## config.mk

```make
export PLATFORM = sky130hd
export DESIGN_NAME = xor_addsub_pipe
export DESIGN_NICKNAME = d
export VERILOG_FILES = /design/src/rtl/cordic_pkg.sv /design/src/rtl/xor_addsub_pipe_xor_vec.sv /design/src/rtl/xor_addsub_pipe.sv
export SDC_FILE = /design/constraint.sdc
export NUM_CORES = 1
export LEC_CHECK = 0
export ABC_AREA = 1
export CAP_MARGIN = 10
export CORE_MARGIN = 2
export CORE_UTILIZATION = 48
export DETAILED_ROUTE_END_ITERATION = 6
export HOLD_SLACK_MARGIN = 0.05
export PLACE_DENSITY = 0.77
export SYNTH_ARGS = -nofsm -noshare
export SYNTH_HDL_FRONTEND = slang
export SYNTH_SLANG_ARGS = --single-unit
```

## constraint.sdc

```tcl
create_clock -name clk -period 2.3 [get_ports clk]
set_clock_uncertainty 0.15 [all_clocks]
set_input_delay 0.23 -clock clk [delete_from_list [all_inputs] [get_ports clk]]
set_output_delay 0.23 -clock clk [all_outputs]
set_load 0.02 [all_outputs]
```

## src/rtl/cordic_pkg.sv

```systemverilog
// Shared CORDIC definitions: add/sub opcodes and signed saturation limits,
// sized up to 64 bits and sliced down by each user to its own width.
package cordic_pkg;

    localparam logic OP_ADD = 1'b0;
    localparam logic OP_SUB = 1'b1;

    function automatic logic [63:0] sat_max(input int unsigned width);
        return (64'd1 << (width - 1)) - 64'd1;
    endfunction

    function automatic logic [63:0] sat_min(input int unsigned width);
        return 64'd1 << (width - 1);
    endfunction

endpackage

```

## src/rtl/xor_addsub_pipe_xor_vec.sv

```systemverilog
// Conditional vector inversion: every bit of i_vec is XORed with i_ctl.
module xor_vec #(
    parameter int unsigned WIDTH = 16
) (
    input  logic [WIDTH-1:0] i_vec,
    input  logic             i_ctl,
    output logic [WIDTH-1:0] o_vec
);

    assign o_vec = i_vec ^ {WIDTH{i_ctl}};

endmodule

```

## src/rtl/xor_addsub_pipe.sv

```systemverilog
// Two-stage elastic add/subtract unit; subtraction is a + ~b + 1.
// Define XOR_ADDSUB_SATURATE_EN to clamp overflowing results to signed max/min.
module xor_addsub_pipe
    import cordic_pkg::*;
#(
    parameter int unsigned WIDTH = 16
) (
    input  logic             clk,
    input  logic             rst,
    input  logic             in_valid,
    output logic             in_ready,
    input  logic [WIDTH-1:0] in_a,
    input  logic [WIDTH-1:0] in_b,
    input  logic             in_sub,
    output logic             out_valid,
    input  logic             out_ready,
    output logic [WIDTH-1:0] out_sum,
    output logic             out_carry,
    output logic             out_ovf
);

    localparam int unsigned MSB = WIDTH - 1;

    logic             r_s1_valid;
    logic [WIDTH-1:0] r_s1_a;
    logic [WIDTH-1:0] r_s1_bx;
    logic             r_s1_cin;

    logic             r_out_valid;
    logic [WIDTH-1:0] r_out_sum;
    logic             r_out_carry;
    logic             r_out_ovf;

    logic             w_s1_adv;
    logic             w_s2_adv;
    logic [WIDTH-1:0] w_bx;
    logic [WIDTH:0]   w_full;
    logic             w_ovf;
    logic [WIDTH-1:0] w_res;

    xor_vec #(.WIDTH(WIDTH)) u_xor_vec (
        .i_vec (in_b),
        .i_ctl (in_sub == OP_SUB),
        .o_vec (w_bx)
    );

    // Stage 1 may refill in the same cycle stage 2 drains, so no bubbles.
    assign w_s2_adv = r_s1_valid && (!r_out_valid || out_ready);
    assign w_s1_adv = in_valid && (!r_s1_valid || w_s2_adv);
    assign in_ready = !r_s1_valid || w_s2_adv;

    assign w_full = {1'b0, r_s1_a} + {1'b0, r_s1_bx} + {{WIDTH{1'b0}}, r_s1_cin};
    assign w_ovf  = (r_s1_a[MSB] == r_s1_bx[MSB]) && (w_full[MSB] != r_s1_a[MSB]);

`ifdef XOR_ADDSUB_SATURATE_EN
    localparam logic [63:0] SAT_HI = sat_max(WIDTH);
    localparam logic [63:0] SAT_LO = sat_min(WIDTH);

    always_comb begin
        w_res = w_full[WIDTH-1:0];
        if (w_ovf) begin
            w_res = r_s1_a[MSB] ? SAT_LO[WIDTH-1:0] : SAT_HI[WIDTH-1:0];
        end
    end
`else
    assign w_res = w_full[WIDTH-1:0];
`endif

    always_ff @(posedge clk or posedge rst) begin
        if (rst) begin
            r_s1_valid <= 1'b0;
            r_s1_a     <= '0;
            r_s1_bx    <= '0;
            r_s1_cin   <= 1'b0;
        end else if (w_s1_adv) begin
            r_s1_valid <= 1'b1;
            r_s1_a     <= in_a;
            r_s1_bx    <= w_bx;
            r_s1_cin   <= in_sub;
        end else if (w_s2_adv) begin
            r_s1_valid <= 1'b0;
        end
    end

    always_ff @(posedge clk or posedge rst) begin
        if (rst) begin
            r_out_valid <= 1'b0;
            r_out_sum   <= '0;
            r_out_carry <= 1'b0;
            r_out_ovf   <= 1'b0;
        end else if (w_s2_adv) begin
            r_out_valid <= 1'b1;
            r_out_sum   <= w_res;
            r_out_carry <= w_full[WIDTH];
            r_out_ovf   <= w_ovf;
        end else if (out_ready) begin
            r_out_valid <= 1'b0;
        end
    end

    assign out_valid = r_out_valid;
    assign out_sum   = r_out_sum;
    assign out_carry = r_out_carry;
    assign out_ovf   = r_out_ovf;

endmodule

```

==> qor.yml <==
run_status: "completed"
hold_viol: 0
ys_types: 26
avgSynthCellArea_um2: 7.510
clock_power_share: 0.179
grt_pass1_wl_um: 10880
ys_ff_latch: 53
placedCellCount: 542
die_x_um: 84.58
tightest_slew_ps: 573.7
yosysTopAreaCell: "dfrtp_1"
drt_iter0_drc: 114
cp-start-kind: "register"
cts.sinks: 53
drc: 0
vias: 2668
synth_top_family_by_area: "simple AND/OR/NAND/NOR gates"
synth_xor_area_frac: 0.05901
powerDensity_nw_per_um2: 947.7
max_slew_margin: 0.6170
dp_hpwl_um: 4976
grt_max_degree: 44
synth-warning-count: 0
hp-class: "input port to async pin"
gr-total-overflow: 0
globalRouteTotalUtil: 0.1850
endpoint: "out_sum[8]"
p_sw_frac: 0.3842
antenna_cells: 0
post_drt_via_cell_ratio: 4.851
reg2reg_from: "r_s1_a[0]"
ys_top_cells_by_area: "dfrtp_1 43%, nand2_1 22%, ha_1 6.0%"
yosys.area.top_type_share: 0.4255
dr.pass1.iters: 4
gp_congestion: 0.9277
worstPathArrival_ps: 2220
p_switching_mw: 1.421
antenna_found_initial: 0
ir_worst_vdd_v: 0.0006385
synth_compound_area_frac: 0.06263
power_frac_comb: 0.459
seq_area_frac_synth: 0.4255
synth_cells: 415
postCtsSetupRepairBufs: 0
io_buffer_count: 56
area_delta_synth_final_pct: 25.17
reg2reg_depth: 9
clk_path_buf_depth: 2
pin_count: 57
dieArea_um2: 7154
clk_pin_slew_ps: 90
p_int_mw: 2.277
seqPwrFrac: 0.362
cts_buffers: 5
fill_cells: 584
cts-root-buf: "clkbuf_8"
stdcell_count: 550
rrSetupSlack_ps: 130
rsz0062_at_grt: "no"
min_period_over_period: 0.9418
cts_tree: "done"
synth_nets: 469
postRouteAntennaNets: 0
crit_type: "register to register"
synthAdderAreaFrac: 0.07306
grt_pass1_vias: 2426
tns_ps: 0
finalPower_mw: 3.697
rows: 29
cp_max_fo: 3
leakage_nw: 2.011
wl_per_cell_um: 11.53
drt_wl_total_um: 6344
htreeDepth: 2
core-area_um2: 6314
clk_latency_ps: 310
period_needed_ps: 2166
synthMuxAreaShare: 0
cp.required_ps: 2360
maxSlewViolCount: 0
final_layout_size_suffix_gt1_frac: 0.06977
endpoint_kind: "register"
nets: 526
initial_core_util: 0.4937
drv_cap: 0
r2r-end: "out_sum[8]"
dieHeight_um: 84.58
cp-startpoint: "r_s1_a[0]"
setup_violations: 0
synth_simple_gate_area_frac: 0.3047
max_freq_mhz: 461.7
syn_area_um2: 3117
layer usage:
layer / GRT usage / vias up / routed length, um / part of all wire
met1: 0.2579 / 1217 / 3126 / 0.49
met2: 0.3014 / 53 / 2868 / 0.45
met5: 0 / - / 0 / 0
met4: 0.04329 / 0 / 68 / 0.011
met3: 0.03441 / 6 / 281 / 0.044
li1: - / 1392 / - / -
power by group through the flow:
stage / Clock (mW) / Combinational (mW) / Sequential [mW]
2_1_floorplan: 0 / 0.898 / 1.52
3_3_place_gp: 0 / 1.66 / 1.34
3_5_place_dp: 0 / 1.70 / 1.35
4_1_cts: 0.680 / 1.70 / 1.34
5_1_grt: 0.721 / 1.89 / 1.37
6_report: 0.661 / 1.70 / 1.34
cell type report:
type | count | area, um2 | share of cell area
clock inverters | 2 | 37.54 | 0.009622
well taps | 77 | 96.34 | 0.02470
clock buffers | 6 | 82.58 | 0.02117
inverters | 45 | 168.9 | 0.04330
repair buffers | 61 | 623.1 | 0.1597
multi-input cells | 306 | 1567 | 0.4015
flip-flops and latches | 53 | 1326 | 0.3400
flip-flops by register name, summed over array words and instances (netlist names):
name and count:
r_s1_a 16, r_s1_cin 1, r_s1_bx 16, out_sum 16, out_carry 1, out_ovf 1
out_valid 1, r_s1_valid 1
cell usage after synthesis:
cell / instances
inv_2: 3
nor2_1: 14
nand4_1: 2
xor2_1: 1
xnor2_1: 20
ha_1: 15
a21oi_1: 8
nand3_2: 2
o21bai_1: 1
dfrtp_1: 53
o21ai_0: 21
nor3_1: 1
o21ai_1: 5
and2_1: 1
nand3b_1: 1
nor2_2: 1
nand2_1: 180
inv_1: 42
a21oi_2: 2
buf_2: 7
buf_4: 4
and2_4: 1
nand3_1: 19
nor3_2: 1
nand2_2: 8
fa_1: 2
critical path: stages, from the launching register on:
cell and delay, ps:
dfrtp_1 420, fa_2 430, fa_1 390, nand2_1 100
nand2_1 80, and2_4 160, a21oi_4 130, nand2_1 70
nand3_1 80, nand2_1 50
how the worst min path moves through the flow:
| stage | startpoint | endpoint | slack, ps | cells after the start |
|---|---|---|---|---|
| floorplan | in_a[0] | r_s1_a[0] | 190 | 2 |
| global placement | out_sum[11] | out_sum[11] | 310 | 2 |
| detailed placement | out_sum[13] | out_sum[13] | 320 | 2 |
| CTS | rst | r_s1_a[5] | 160 | 2 |
| global route | rst | r_s1_a[5] | 180 | 2 |
| finish | rst | r_s1_a[5] | 140 | 2 |
cell usage in the layout (no fill, tap or decap):
cell type | netlist | routed
clkdlybuf4s50_1 | 0 | 56
inv_1 | 42 | 41
bufinv_16 | 0 | 1
nor2_1 | 14 | 14
xnor2_1 | 20 | 20
nand2_2 | 8 | 8
nand3_1 | 19 | 19
fa_1 | 2 | 1
nor2_2 | 1 | 1
a21oi_1 | 8 | 8
buf_4 | 4 | 3
a21oi_4 | 0 | 1
ha_1 | 15 | 15
nor3_1 | 1 | 1
o21bai_1 | 1 | 1
fa_2 | 0 | 1
a21oi_2 | 2 | 1
nand4_1 | 2 | 2
and2_1 | 1 | 1
nand3_2 | 2 | 2
clkinvlp_4 | 0 | 1
xor2_1 | 1 | 1
dfrtp_1 | 53 | 53
buf_12 | 0 | 2
nand3b_1 | 1 | 1
and2_4 | 1 | 1
nand2_1 | 180 | 180
inv_2 | 3 | 4
o21ai_0 | 21 | 21
nor3_2 | 1 | 1
o21ai_1 | 5 | 5
clkbuf_8 | 0 | 6
per-stage QoR:
step | util | worst slack, ps | cell area, um2 | hold slack [ps]
6_report | 0.6179 | 133.9 | 3901 | 142.2
2_1_floorplan | - | 169.2 | 3117 | 189.6
3_3_place_gp | 0.5973 | 136.7 | 3771 | 314.1
4_1_cts | 0.6163 | 39.42 | 3891 | 163.3
5_1_grt | 0.6179 | 2.613 | 3901 | 178.9
3_5_place_dp | 0.5973 | 65.50 | 3771 | 316.2
timing repair:
| item | in CTS | in global routing |
|---|---|---|
| gates resized for setup | 0 | 2 |
| endpoints found under the hold margin | 0 | 0 |
| setup endpoints to repair | 0 | 3 |
| hold buffers | 0 | 0 |
cells by family (layout without fill, tap and decap cells):
kind of cell | count (synthesis) | after routing
AOI/OAI and AO/OA | 37 | 37
xor gates and xnor gates | 21 | 21
adders and majority gates | 17 | 17
buffers and inverters | 56 | 114
DFF | 53 | 53
and+or+nand+nor | 231 | 231
Note: power is estimated with default switching activity, not from simulation.
==> edit, RTL diff (same settings) <==
Reset style: synchronous (`rst`), changed in 2 clocked blocks.
--- a/src/rtl/xor_addsub_pipe.sv
+++ b/src/rtl/xor_addsub_pipe.sv
@@ -67,5 +67,5 @@
 `endif
 
-    always_ff @(posedge clk or posedge rst) begin
+    always_ff @(posedge clk) begin
         if (rst) begin
             r_s1_valid <= 1'b0;
@@ -83,5 +83,5 @@
     end
 
-    always_ff @(posedge clk or posedge rst) begin
+    always_ff @(posedge clk) begin
         if (rst) begin
             r_out_valid <= 1'b0;
Function: differs if rst is asserted again (counterexample within 4 cycles, from zero or initial values and one cycle with rst high); with rst held inactive, the same outputs for 10 cycles.
==> edit against the original RTL <==
- sequential cell count is the same
- die area fell by 7.4%
- routed wire length shrank 0.68%
- worst setup slack improved by 0.034 ns
- design area shrank 7.4%
- cell count down 2.9%
- area after synthesis is 7.7% lower
- largest cell class unchanged
- count of clock-buffer cells in the layout is the same
Power is not compared: it rests on default switching activity, and its combinational part moved more than twofold at a synthesized area within 25%.
==> edit: results (changes against the original RTL) <==
* Outcome: finished clean (unchanged)
* Routability cong. at 0.847 (was 0.928)
* First-pass GRT wire length at 10600 um (was 10900 um)
* Area post-placement at 3510 um^2 (was 3770 um^2)
* Synth top area cells: dfxtp_1 37%, nor2_1 9.3%, o21ai_0 8.2%, nand2_1 8.0%, ha_1 6.5% (was dfrtp_1 43%, nand2_1 22%, ha_1 6.0%, xnor2_1 5.6%, inv_1 5.1%)
* Number of distinct library cells after synthesis at 28 (was 26)
* Largest net degree at the start of global routing at 49 (was 44)
* Nets@finish at 512 (was 526)
* Final HPWL DP at 4830 um (was 4980 um)
* Worst slew pin tran at 0.489 ns (was 0.574 ns)
* Skew-Pair Late Insertion Delay at 0.29 ns (was 0.31 ns)
* Post-Synthesis Net Count at 458 (was 469)
* GRT Overall Usage at 20.3% (was 18.5%)
* Ys async rst share at 0% (was 100%)
* # fillers at 559 (was 584)
* Vias post-DR at 2636 (was 2668)
* DR vias/cell at 4.94 (was 4.85)
* Reg area at 1060 um^2 (was 1330 um^2)
* Iteration-0 DRC Markers at 123 (was 114)
* Hold crit path type: register to register (was input port to async pin)
* Hold WS at 0.338 ns (was 0.142 ns)
* Critical Path Max Stage Delay at 0.41 ns (was 0.43 ns)
* Synth top cells by count: 71 x nor2_1, 61 x nand2_1, 53 x dfxtp_1 (was 180 x nand2_1, 53 x dfrtp_1, 42 x inv_1)
* Vias in the first global route at 2412 (was 2426)
* Syn_area_per_cell at 7.12 um^2 (was 7.51 um^2)
* Cell count after placement at 525 (was 542)
==> edit: path summary, 6_finish.rpt <==
path,from,endpoint,slack (ns),cells after the start
worst max-delay path,r_s1_cin,out_sum[6],0.17,9
worst min-delay path,out_ovf,out_ovf,0.34,2
worst max register to register,r_s1_cin,out_sum[6],0.17,9
worst min register to register,out_ovf,out_ovf,0.34,2
==> edit: cell type report <==
cell class	count	share of cell area (%)
clock inverters	2	0.277
flip-flops and latches	53	29.4
multi-input cells	293	43.9
well taps	75	2.60
inverters	41	4.26
clock buffers	6	2.01
repair buffers	64	17.5
==> edit: cell families (layout without fill, tap and decap cells) <==
family                     Yosys count  count (layout)  share of synthesized area [%]
and+or+nand+nor                    165             165                           23.8
adders and majority gates           17              17                           7.92
DFF                                 53              53                           36.9
xor gates and xnor gates            22              22                           6.70
AOI/OAI and AO/OA                   89              89                           16.5
buffers and inverters               58             113                           8.22
==> edit: routing by layer <==
layer	wire length [um]	up-vias	GRT usage (%)
met3	283	4	3.30
met2	2970	57	34.1
met4	56	0	5.08
met5	0	-	0
met1	2990	1175	27.2
li1	-	1400	-
==> edit: where the power goes <==
part	switching (mW)	internal, mW
sequential	0.0427	0.989
clock	0.287	0.212
combinational	0.302	0.251
==> edit: worst reg2reg max path, cell delays in order (launching register included) <==
cell and delay, ns:
dfxtp_1 0.34, fa_2 0.41, fa_2 0.40, nand3_1 0.12, nand2_2 0.08, nand2_1 0.07
nand2_1 0.08, xor2_1 0.16, o21ai_0 0.16, inv_1 0.05
==> edit: repair_timing <==
item                       in CTS  in global routing
gates resized for setup         0                  3
setup endpoints to repair       0                  3
setup buffers                   0                  1
